File: src/rtl/chunked_add_sequencer_if.sv
// Purpose: request/result handshake bundle for the chunked add/subtract sequencer.
// Latency: none, wires only.
// Backpressure: valid/ready on both the request and the result side.
interface chunked_add_sequencer_if #(
    parameter int W = 16
);
    logic         i_Valid;
    logic         o_Ready;
    logic [W-1:0] i_A;
    logic [W-1:0] i_B;
    logic         i_Sub;
    logic         i_Cin;
    logic         o_Valid;
    logic         i_Ready;
    logic [W-1:0] o_Sum;
    logic         o_Cout;
    logic         o_Ovf;
    logic         o_Busy;

    // Requester / result consumer side
    modport master (
        output i_Valid, i_A, i_B, i_Sub, i_Cin, i_Ready,
        input  o_Ready, o_Valid, o_Sum, o_Cout, o_Ovf, o_Busy
    );

    // Sequencer side
    modport slave (
        input  i_Valid, i_A, i_B, i_Sub, i_Cin, i_Ready,
        output o_Ready, o_Valid, o_Sum, o_Cout, o_Ovf, o_Busy
    );
endinterface

File: src/rtl/chunked_add_sequencer.sv
// Purpose: W-bit add/subtract done one CHUNK_W slice per cycle through one shared ripple adder.
// Latency: o_Valid rises NUM_CHUNKS edges after the accept edge; one op in flight.
// Backpressure: o_Ready only in IDLE; the result is held in DONE until i_Ready.

// Plain ripple-carry adder; the only arithmetic in the sequencer.
module RippleCarryAdder #(
    parameter int WIDTH = 4
) (
    input  logic [WIDTH-1:0] i_A,
    input  logic [WIDTH-1:0] i_B,
    input  logic             i_Cin,
    output logic [WIDTH-1:0] o_Sum,
    output logic             o_Cout
);
    logic [WIDTH:0] w_c;

    assign w_c[0] = i_Cin;

    for (genvar g = 0; g < WIDTH; g++) begin : g_fa
        assign o_Sum[g]  = i_A[g] ^ i_B[g] ^ w_c[g];
        assign w_c[g+1]  = (i_A[g] & i_B[g]) | (w_c[g] & (i_A[g] ^ i_B[g]));
    end

    assign o_Cout = w_c[WIDTH];
endmodule

module chunked_add_sequencer #(
    parameter int CHUNK_W    = 4,
    parameter int NUM_CHUNKS = 4
) (
    input  logic                   i_Clk,
    input  logic                   i_Rst_n,
    chunked_add_sequencer_if.slave bus
);
    localparam int W  = CHUNK_W * NUM_CHUNKS;
    localparam int IW = (NUM_CHUNKS > 1) ? $clog2(NUM_CHUNKS) : 1;
    localparam logic [IW-1:0] LAST_IDX = IW'(NUM_CHUNKS - 1);

    typedef enum logic [1:0] {IDLE, RUN, DONE} state_t;

    state_t         r_state;
    state_t         w_next;
    logic [IW-1:0]  r_idx;
    logic           r_carry;
    logic [W-1:0]   r_a;
    logic [W-1:0]   r_b;      // already inverted for subtract
    logic [W-1:0]   r_sum;
    logic           r_ovf;

    logic [CHUNK_W-1:0] w_a_chunk;
    logic [CHUNK_W-1:0] w_b_chunk;
    logic [CHUNK_W-1:0] w_sum_chunk;
    logic               w_cout;
    logic               w_accept;
    logic               w_last;

    assign w_accept  = (r_state == IDLE) && bus.i_Valid;
    assign w_last    = (r_idx == LAST_IDX);
    assign w_a_chunk = r_a[int'(r_idx)*CHUNK_W +: CHUNK_W];
    assign w_b_chunk = r_b[int'(r_idx)*CHUNK_W +: CHUNK_W];

    RippleCarryAdder #(.WIDTH(CHUNK_W)) u_rca (
        .i_A    (w_a_chunk),
        .i_B    (w_b_chunk),
        .i_Cin  (r_carry),
        .o_Sum  (w_sum_chunk),
        .o_Cout (w_cout)
    );

    // State register
    always_ff @(posedge i_Clk or negedge i_Rst_n) begin
        if (!i_Rst_n) r_state <= IDLE;
        else          r_state <= w_next;
    end

    // Next-state decode: accept in IDLE, walk chunks in RUN, hold in DONE until taken
    always_comb begin
        w_next = r_state;
        case (r_state)
            IDLE:    if (bus.i_Valid)  w_next = RUN;
            RUN:     if (w_last)       w_next = DONE;
            DONE:    if (bus.i_Ready)  w_next = IDLE;
            default:                   w_next = IDLE;
        endcase
    end

    // Operand latch on accept, then one chunk of sum and the carry per RUN cycle
    always_ff @(posedge i_Clk or negedge i_Rst_n) begin
        if (!i_Rst_n) begin
            r_idx   <= '0;
            r_carry <= 1'b0;
            r_a     <= '0;
            r_b     <= '0;
            r_sum   <= '0;
            r_ovf   <= 1'b0;
        end else if (w_accept) begin
            r_a     <= bus.i_A;
            r_b     <= bus.i_Sub ? ~bus.i_B : bus.i_B;
            r_carry <= bus.i_Sub ? 1'b1 : bus.i_Cin;
            r_idx   <= '0;
        end else if (r_state == RUN) begin
            r_sum[int'(r_idx)*CHUNK_W +: CHUNK_W] <= w_sum_chunk;
            r_carry <= w_cout;
            if (w_last) begin
                // Signed overflow: like-signed operands producing a differently-signed result
                r_ovf <= (r_a[W-1] == r_b[W-1]) && (w_sum_chunk[CHUNK_W-1] != r_a[W-1]);
            end else begin
                r_idx <= r_idx + IW'(1);
            end
        end
    end

    assign bus.o_Ready = (r_state == IDLE);
    assign bus.o_Valid = (r_state == DONE);
    assign bus.o_Busy  = (r_state != IDLE);
    assign bus.o_Sum   = r_sum;
    assign bus.o_Cout  = r_carry;
    assign bus.o_Ovf   = r_ovf;
endmodule

File: src/flat_wrapper.sv
// flat-port wrapper written by rule: the top's interface ports become plain ports
module chunked_add_sequencer_flat 
#(
    parameter int CHUNK_W    = 4,
    parameter int NUM_CHUNKS = 4
)
  (i_Clk, i_Rst_n, bus_i_Valid, bus_i_A, bus_i_B, bus_i_Sub, bus_i_Cin, bus_i_Ready, bus_o_Ready, bus_o_Valid, bus_o_Sum, bus_o_Cout, bus_o_Ovf, bus_o_Busy);
  chunked_add_sequencer_if #(.W(16)) bus_i ();
  input  logic i_Clk;
  input  logic i_Rst_n;
  input wire logic [$bits(bus_i.i_Valid)-1:0] bus_i_Valid;
  input wire logic [$bits(bus_i.i_A)-1:0] bus_i_A;
  input wire logic [$bits(bus_i.i_B)-1:0] bus_i_B;
  input wire logic [$bits(bus_i.i_Sub)-1:0] bus_i_Sub;
  input wire logic [$bits(bus_i.i_Cin)-1:0] bus_i_Cin;
  input wire logic [$bits(bus_i.i_Ready)-1:0] bus_i_Ready;
  output wire logic [$bits(bus_i.o_Ready)-1:0] bus_o_Ready;
  output wire logic [$bits(bus_i.o_Valid)-1:0] bus_o_Valid;
  output wire logic [$bits(bus_i.o_Sum)-1:0] bus_o_Sum;
  output wire logic [$bits(bus_i.o_Cout)-1:0] bus_o_Cout;
  output wire logic [$bits(bus_i.o_Ovf)-1:0] bus_o_Ovf;
  output wire logic [$bits(bus_i.o_Busy)-1:0] bus_o_Busy;
  assign bus_i.i_Valid = bus_i_Valid;
  assign bus_i.i_A = bus_i_A;
  assign bus_i.i_B = bus_i_B;
  assign bus_i.i_Sub = bus_i_Sub;
  assign bus_i.i_Cin = bus_i_Cin;
  assign bus_i.i_Ready = bus_i_Ready;
  assign bus_o_Ready = bus_i.o_Ready;
  assign bus_o_Valid = bus_i.o_Valid;
  assign bus_o_Sum = bus_i.o_Sum;
  assign bus_o_Cout = bus_i.o_Cout;
  assign bus_o_Ovf = bus_i.o_Ovf;
  assign bus_o_Busy = bus_i.o_Busy;
  chunked_add_sequencer #(.CHUNK_W(CHUNK_W), .NUM_CHUNKS(NUM_CHUNKS)) u_core (.i_Clk(i_Clk), .i_Rst_n(i_Rst_n), .bus(bus_i));
endmodule
File: config.mk
export PLATFORM = sky130hd
export DESIGN_NAME = chunked_add_sequencer_flat
export DESIGN_NICKNAME = d
export VERILOG_FILES = /design/src/rtl/chunked_add_sequencer_if.sv /design/src/rtl/chunked_add_sequencer.sv /design/src/flat_wrapper.sv
export SDC_FILE = /design/constraint.sdc
export NUM_CORES = 1
export LEC_CHECK = 0
export ABC_AREA = 1
export CAP_MARGIN = 0
export CELL_PAD_IN_SITES_DETAIL_PLACEMENT = 0
export CELL_PAD_IN_SITES_GLOBAL_PLACEMENT = 1
export CORE_UTILIZATION = 40
export DETAILED_ROUTE_END_ITERATION = 10
export PLACE_DENSITY = 0.92
export SYNTH_ARGS = -nofsm -noshare
export SYNTH_HDL_FRONTEND = slang
export SYNTH_SLANG_ARGS = --single-unit
File: constraint.sdc
create_clock -name i_Clk -period 8.1 [get_ports i_Clk]
set_input_delay 0.81 -clock i_Clk [delete_from_list [all_inputs] [get_ports i_Clk]]
set_output_delay 0.81 -clock i_Clk [all_outputs]
set_load 0.01 [all_outputs]
**Word-level counts from Yosys, hierarchy flattened**

Index checks and enable logic that the tools add are counted.

- $lt $le $gt $ge: 0
- Shift-type cells: 4
- Reductions and logical operators: 9
- Equal/unequal tests: 9
- Bitwise logic cells: 22
- Divide/modulo/power cells: 0
- Add/subtract/negate cells: 2
- Multipliers: 0
- Mux-type cells: 12

Operator list:

| kind | count |
|---|---|
| $neg 4->33 | 1 |
| $shift 4x33->16 const A | 1 |
| $shiftx 4x33->16 | 1 |
| $shiftx 16x5->4 | 2 |
| $bwmux 16 | 1 |
| $mux 16 | 1 |
| $not 16->16 | 1 |
| $mux 2 | 6 |
| $and 1x1->1 | 8 |
| $xor 1x1->1 | 8 |
| $pmux 2 s3 | 1 |
| $reduce_and 3->1 | 2 |
| $eq 2x2->1 const B | 2 |
| $ne 2x1->1 const B | 2 |
| $ne 2x2->1 const B | 2 |
| $or 1x1->1 | 4 |
| $reduce_and 2->1 | 2 |
| $reduce_bool 2->1 | 2 |
| $mux 1 | 3 |
| $add 2x1->2 const B | 1 |
| $eq 2x1->1 const B | 1 |
| $logic_and 1x1->1 | 2 |
| $logic_not 2->1 | 1 |
| $eq 1x1->1 | 1 |
| other kinds (2) | 2 |

- Bits in read-only memories: 0
- Output and inout port bits: 21
- Memories: 0
- Logic and storage cells: 65
- Bits of input ports: 38
- Bits in registers: 54
- Bits in latches: 0
- Memory bits (writable): 0

**Logic depth before layout (Yosys ltp)**

- Depth after elaboration: 12
- Depth in mapped cells: 17
- Depth with buffers taken out: 15

**Cells and area by module**

Synthesis repeated with hierarchy kept, for this count alone.

- Cells, all modules: 348
- Area total of the unflattened synthesis: 2,834.0 um^2

Modules (own cells, without submodules):

| module | seq. area each (um^2) | cells each | area each (um^2) | instances |
|---|---|---|---|---|
| chunked_add_sequencer | 1,351.3 | 334 | 2,716.4 | 1 |
| RippleCarryAdder | 0.0 | 14 | 117.6 | 1 |

**Worst setup path before layout**

OpenSTA, ideal clock, no wires.

- Path kind: register to register
- From: reg u_core.r_idx[1]
- To: reg u_core.r_sum[11] (netlist: u_core.bus.o_Sum[11])
- Setup slack: 5.288 ns
- Stages on the path, launching flop included: 17
- Arrival: 2.694 ns
- Library setup time: 0.118 ns
- Buffers on the path: 2
- Cells stage by stage: dfrtp_1 > buf_2 > inv_1 > buf_2 > nor2_1 > o21ai_0 > nand2_1 > fa_1 > inv_1 > fa_1 > fa_1 > inv_1 > fa_1 > nand2_1 > inv_1 > nand3_1 > nand2_1

- Word-level cells in the longest chain between the ends: 11

Ends and longest elaborated chain:

| what | RTL line | RTL |
|---|---|---|
| start, declared | chunked_add_sequencer.sv:43 | `logic [IW-1:0] r_idx;` |
| start signal, assigned | chunked_add_sequencer.sv:108 | `r_idx <= r_idx + IW'(1);` |
| $shiftx 16x5->4, on equally long branches | chunked_add_sequencer.sv:59, chunked_add_sequencer.sv:60 |  |
| $xor 1x1->1 | chunked_add_sequencer.sv:20, chunked_add_sequencer.sv:21 |  |
| $and 1x1->1 | chunked_add_sequencer.sv:21 | `assign w_c[g+1] = (i_A[g] & i_B[g]) \| (w_c[g] & (i_A[g] ^ i_B[g]));` |
| $or 1x1->1 | chunked_add_sequencer.sv:21 |  |
| $and 1x1->1 | chunked_add_sequencer.sv:21 |  |
| $or 1x1->1 | chunked_add_sequencer.sv:21 |  |
| $and 1x1->1 | chunked_add_sequencer.sv:21 |  |
| $or 1x1->1 | chunked_add_sequencer.sv:21 |  |
| $xor 1x1->1 | chunked_add_sequencer.sv:20 | `assign o_Sum[g] = i_A[g] ^ i_B[g] ^ w_c[g];` |
| $shiftx 4x33->16 | chunked_add_sequencer.sv:102 | `r_sum[int'(r_idx)*CHUNK_W +: CHUNK_W] <= w_sum_chunk;` |
| $bwmux 16 * | chunked_add_sequencer.sv:102 |  |
| end signal, assigned by index | chunked_add_sequencer.sv:102 |  |
| end, declared | chunked_add_sequencer.sv:47 | `logic [W-1:0] r_sum;` |

Mark *: on every way between the ends. The rest lies on a longest branch, timed or not.
A chain may end at the register's enable or synchronous reset.

**Worst setup path after layout**

- From: reg u_core.r_idx[0]
- To: reg u_core.r_sum[15] (netlist: u_core.bus.o_Sum[15])

Same word-level chain as after synthesis.

==> impl_metrics.py <==
metrics = {
    "hold_path": {
        "hold_path.class": "reg2reg",
        "hp-start": "u_core.bus.o_Sum[10]",
        "whs_path_depth": 2,
        "hold-path-endpoint": "u_core.bus.o_Sum[10]",
    },
    "routing": {
        "drt-total-wl_mm": 5.80,
        "post_drt_via_cell_ratio": 4.56,
        "vias": 2340,
        "number_of_nets_with_antenna_violations_after_routing": 0,
        "drt_drc_violations_left": 0,
        "route.detailed.wl_per_inst_um": 11.3,
        "first_iter_violations": 111,
        "drtPass1Iterations": 4,
    },
    "synthesis": {
        "yosysSeqAreaShare_pct": 47.0,
        "synth_cells": 366,
        "synth_cell_types": 18,
        "netlist_area_um2": 2880,
        "yosys_register_bits": 54,
        "mappedNetlistNets": 414,
        "yosysWarningCount": 0,
        "synthesis.area_per_instance_um2": 7.86,
    },
    "clocking": {
        "worstSkewPairLatency_ns": 0.30,
        "cts-resized-gates": 0,
        "clk_pin_slew_worst_paths_ns": 0.10,
        "tritoncts": "yes",
        "holdBufCountCts": 0,
        "tritoncts_num_sinks": 54,
        "clockBufferDepth": 2,
        "numCtsBuffers": 5,
        "htree_num_levels": 2,
        "buffer_count_from_post_cts_setup_fixing": 0,
        "root_buffer": "clkbuf_8",
    },
    "worst_setup_path": {
        "critPathArrivalTime_ns": 4.02,
        "timing.reg2reg.setup_slack_ns": 4.29,
        "crit_fanout": 27,
        "criticalPathCategory": "reg2reg",
        "timing.rr.end": "u_core.bus.o_Sum[15]",
        "crit_start": "u_core.r_idx[0]",
        "setup.worst_path.end_class": "flop",
        "rr_startpoint": "u_core.r_idx[0]",
        "crit_required_ns": 8.31,
        "startpoint_type": "flop",
        "reg2reg_depth": 14,
    },
    "power": {
        "power.share.sequential_pct": 35.6,
        "power_frac_comb_pct": 53.3,
        "power_switching_share_pct": 45.4,
        "clkPwrFrac_pct": 11.1,
        "powerDensity_nw_per_um2": 388,
        "internal_power_mw": 0.754,
        "p_switching_mw": 0.628,
        "ir_drop_mv": 0.141,
        "p_total_mw": 1.38,
        "leakage_nw": 1.83,
    },
    "global_routing": {
        "grt_antenna_before_repair": 0,
        "grt_first_pass_wirelength_mm": 10.2,
        "grt_pass1_vias": 2226,
        "pin_count_of_the_biggest_net_entering_global_routing": 55,
        "leftover_overflow_at_the_end_of_global_routing": 0,
        "global_route.usage.total_pct": 17.3,
    },
    "final_layout": {
        "layout.cells.most_common": "nand2_1",
        "final-instance-count-excl-fill": 513,
        "drive_above_1_share_pct": 3.12,
        "count_of_filler_cells_inserted_in_the_layout": 687,
        "design.final.nets": 464,
        "syn2layout_area_growth_pct": 23.6,
        "antenna_cells_inserted": 0,
        "mostFrequentLayoutCells": "177 x nand2_1, 57 x clkdlybuf4s50_1, 54 x dfrtp_1",
    },
    "placed_design": {
        "place_ws_ns": 4.33,
        "placed_cells": 505,
        "gp_routability_congestion": 0.792,
        "placement.io_buffers": 58,
        "dpl.hpwl_mm": 4.29,
    },
    "timing": {
        "setup_repair_after_global_routing_missed_its_margin": "false",
        "number_of_slew_limit_violations_in_the_final_report": 0,
        "final_hold_viol_count": 0,
        "setup_viols_final": 0,
        "setup_tns_ns": 0,
        "final_critical_path_setup_slack_ns": 4.29,
        "timing.slew.headroom_pct": 43.8,
        "finalWorstPathRequiredPeriod_ns": 3.81,
        "maxClockFrequency_mhz": 262,
        "worst_clock_skew_ns": 0.0106,
        "fin_crit_sh_pct": 47.1,
        "tightestPinTransition_ns": 0.841,
    },
    "run": {
        "cap_violations": 0,
    },
    "floorplan": {
        "fp-row-count": 30,
        "chipHeight_um": 86.8,
        "core_area_um2": 6870,
        "floorplan.initialDensity_pct": 41.9,
        "floorplan.die.width_um": 86.8,
        "floorplan.die_area_um2": 7540,
        "boundaryPins": 59,
    },
    "outcome": {
        "result_of_the_run": "finished clean",
    },
}
power groups by stage:
stage,clock network [mW],registers (mW),logic (mW)
5_1_grt,0.171,0.510,0.846
3_3_place_gp,0,0.495,0.717
6_report,0.154,0.492,0.736
3_5_place_dp,0,0.497,0.742
4_1_cts,0.158,0.493,0.745
2_1_floorplan,0,0.461,0.552
worst max-delay path: stages (launching register included):
cell and delay (ns):
dfrtp_1 0.90, inv_1 0.58, nand2_1 0.18, o211ai_1 0.10, nand2_1 0.11, fa_1 0.17, inv_1 0.05, fa_1 0.38
fa_1 0.37, inv_1 0.08, fa_1 0.48, nand2_1 0.13, nor2_1 0.05, nand2_1 0.09, nand2_1 0.05
synth_stat cells:
master	instances	share of area (%)
nand2_1	177	23
dfrtp_1	54	47
nand3_1	26	4.5
inv_1	24	3.1
nor2_1	21	2.7
xor2_1	16	4.9
buf_2	8	1.4
o21ai_0	8	1.4
o211ai_1	7	1.8
ha_1	6	2.6
buf_4	4	1.0
buf_6	4	1.6
fa_1	4	2.8
nand4_1	3	0.65
inv_2	1	0.13
inv_4	1	0.22
nand2_4	1	0.39
nor2_8	1	0.70
flip-flops by register name, indices dropped and copies added (netlist names):
signal,flops
u_core.bus.o_Cout,1
u_core.bus.o_Ovf,1
u_core.bus.o_Sum,16
u_core.r_a,16
u_core.r_b,16
u_core.r_idx,2
u_core.r_state,2
area by class of cell:
class,count,area [um^2],share of cell area (%)
Multi-Input combinational cell,270,1310,36.9
Timing Repair Buffer,59,583,16.4
Inverter,26,100,2.81
Sequential cell,54,1350,38.0
Clock inverter,1,5.00,0.141
Clock buffer,7,86.3,2.43
Tap cell,96,120,3.38
cells by family after synthesis:
group | Yosys count | synth area share [%]
AND/OR/NAND/NOR | 229 | 32.1
XOR/XNOR | 16 | 4.87
buffers and inverters | 42 | 7.48
adder cells (fa/ha/maj) | 10 | 5.39
AO/OA/AOI/OAI | 15 | 3.22
flip-flops | 54 | 47.0
metal layers:
metal,vias to the layer above,share of wire [%],track usage [%]
met5,-,0,0
met4,0,1.2,4.70
met3,7,4.1,3.33
met2,58,48,28.1
met1,1048,46,23.6
li1,1227,-,-
how the worst max path moves through the flow:
stage / cells after the start / slack (ns) / endpoint
final: 14 / 4.29 / u_core.bus.o_Sum[15]
after global routing: 14 / 4.05 / u_core.bus.o_Sum[15]
after CTS: 14 / 4.31 / u_core.bus.o_Sum[15]
after detailed placement: 14 / 4.33 / u_core.bus.o_Sum[15]
after global placement: 14 / 4.45 / u_core.bus.o_Sum[15]
after floorplan: 16 / 5.29 / u_core.bus.o_Sum[11]
through the flow:
stage                     hold slack [ns]  cell area [um^2]  util (%)
after CTS                           0.491              3560      51.8
after detailed placement            0.467              3470      50.5
after floorplan                     0.444              2880         -
after global placement              0.462              3470      50.5
final                               0.487              3560      51.8
after global routing                0.510              3560      51.8
Note: power is estimated with default switching activity, not from simulation.
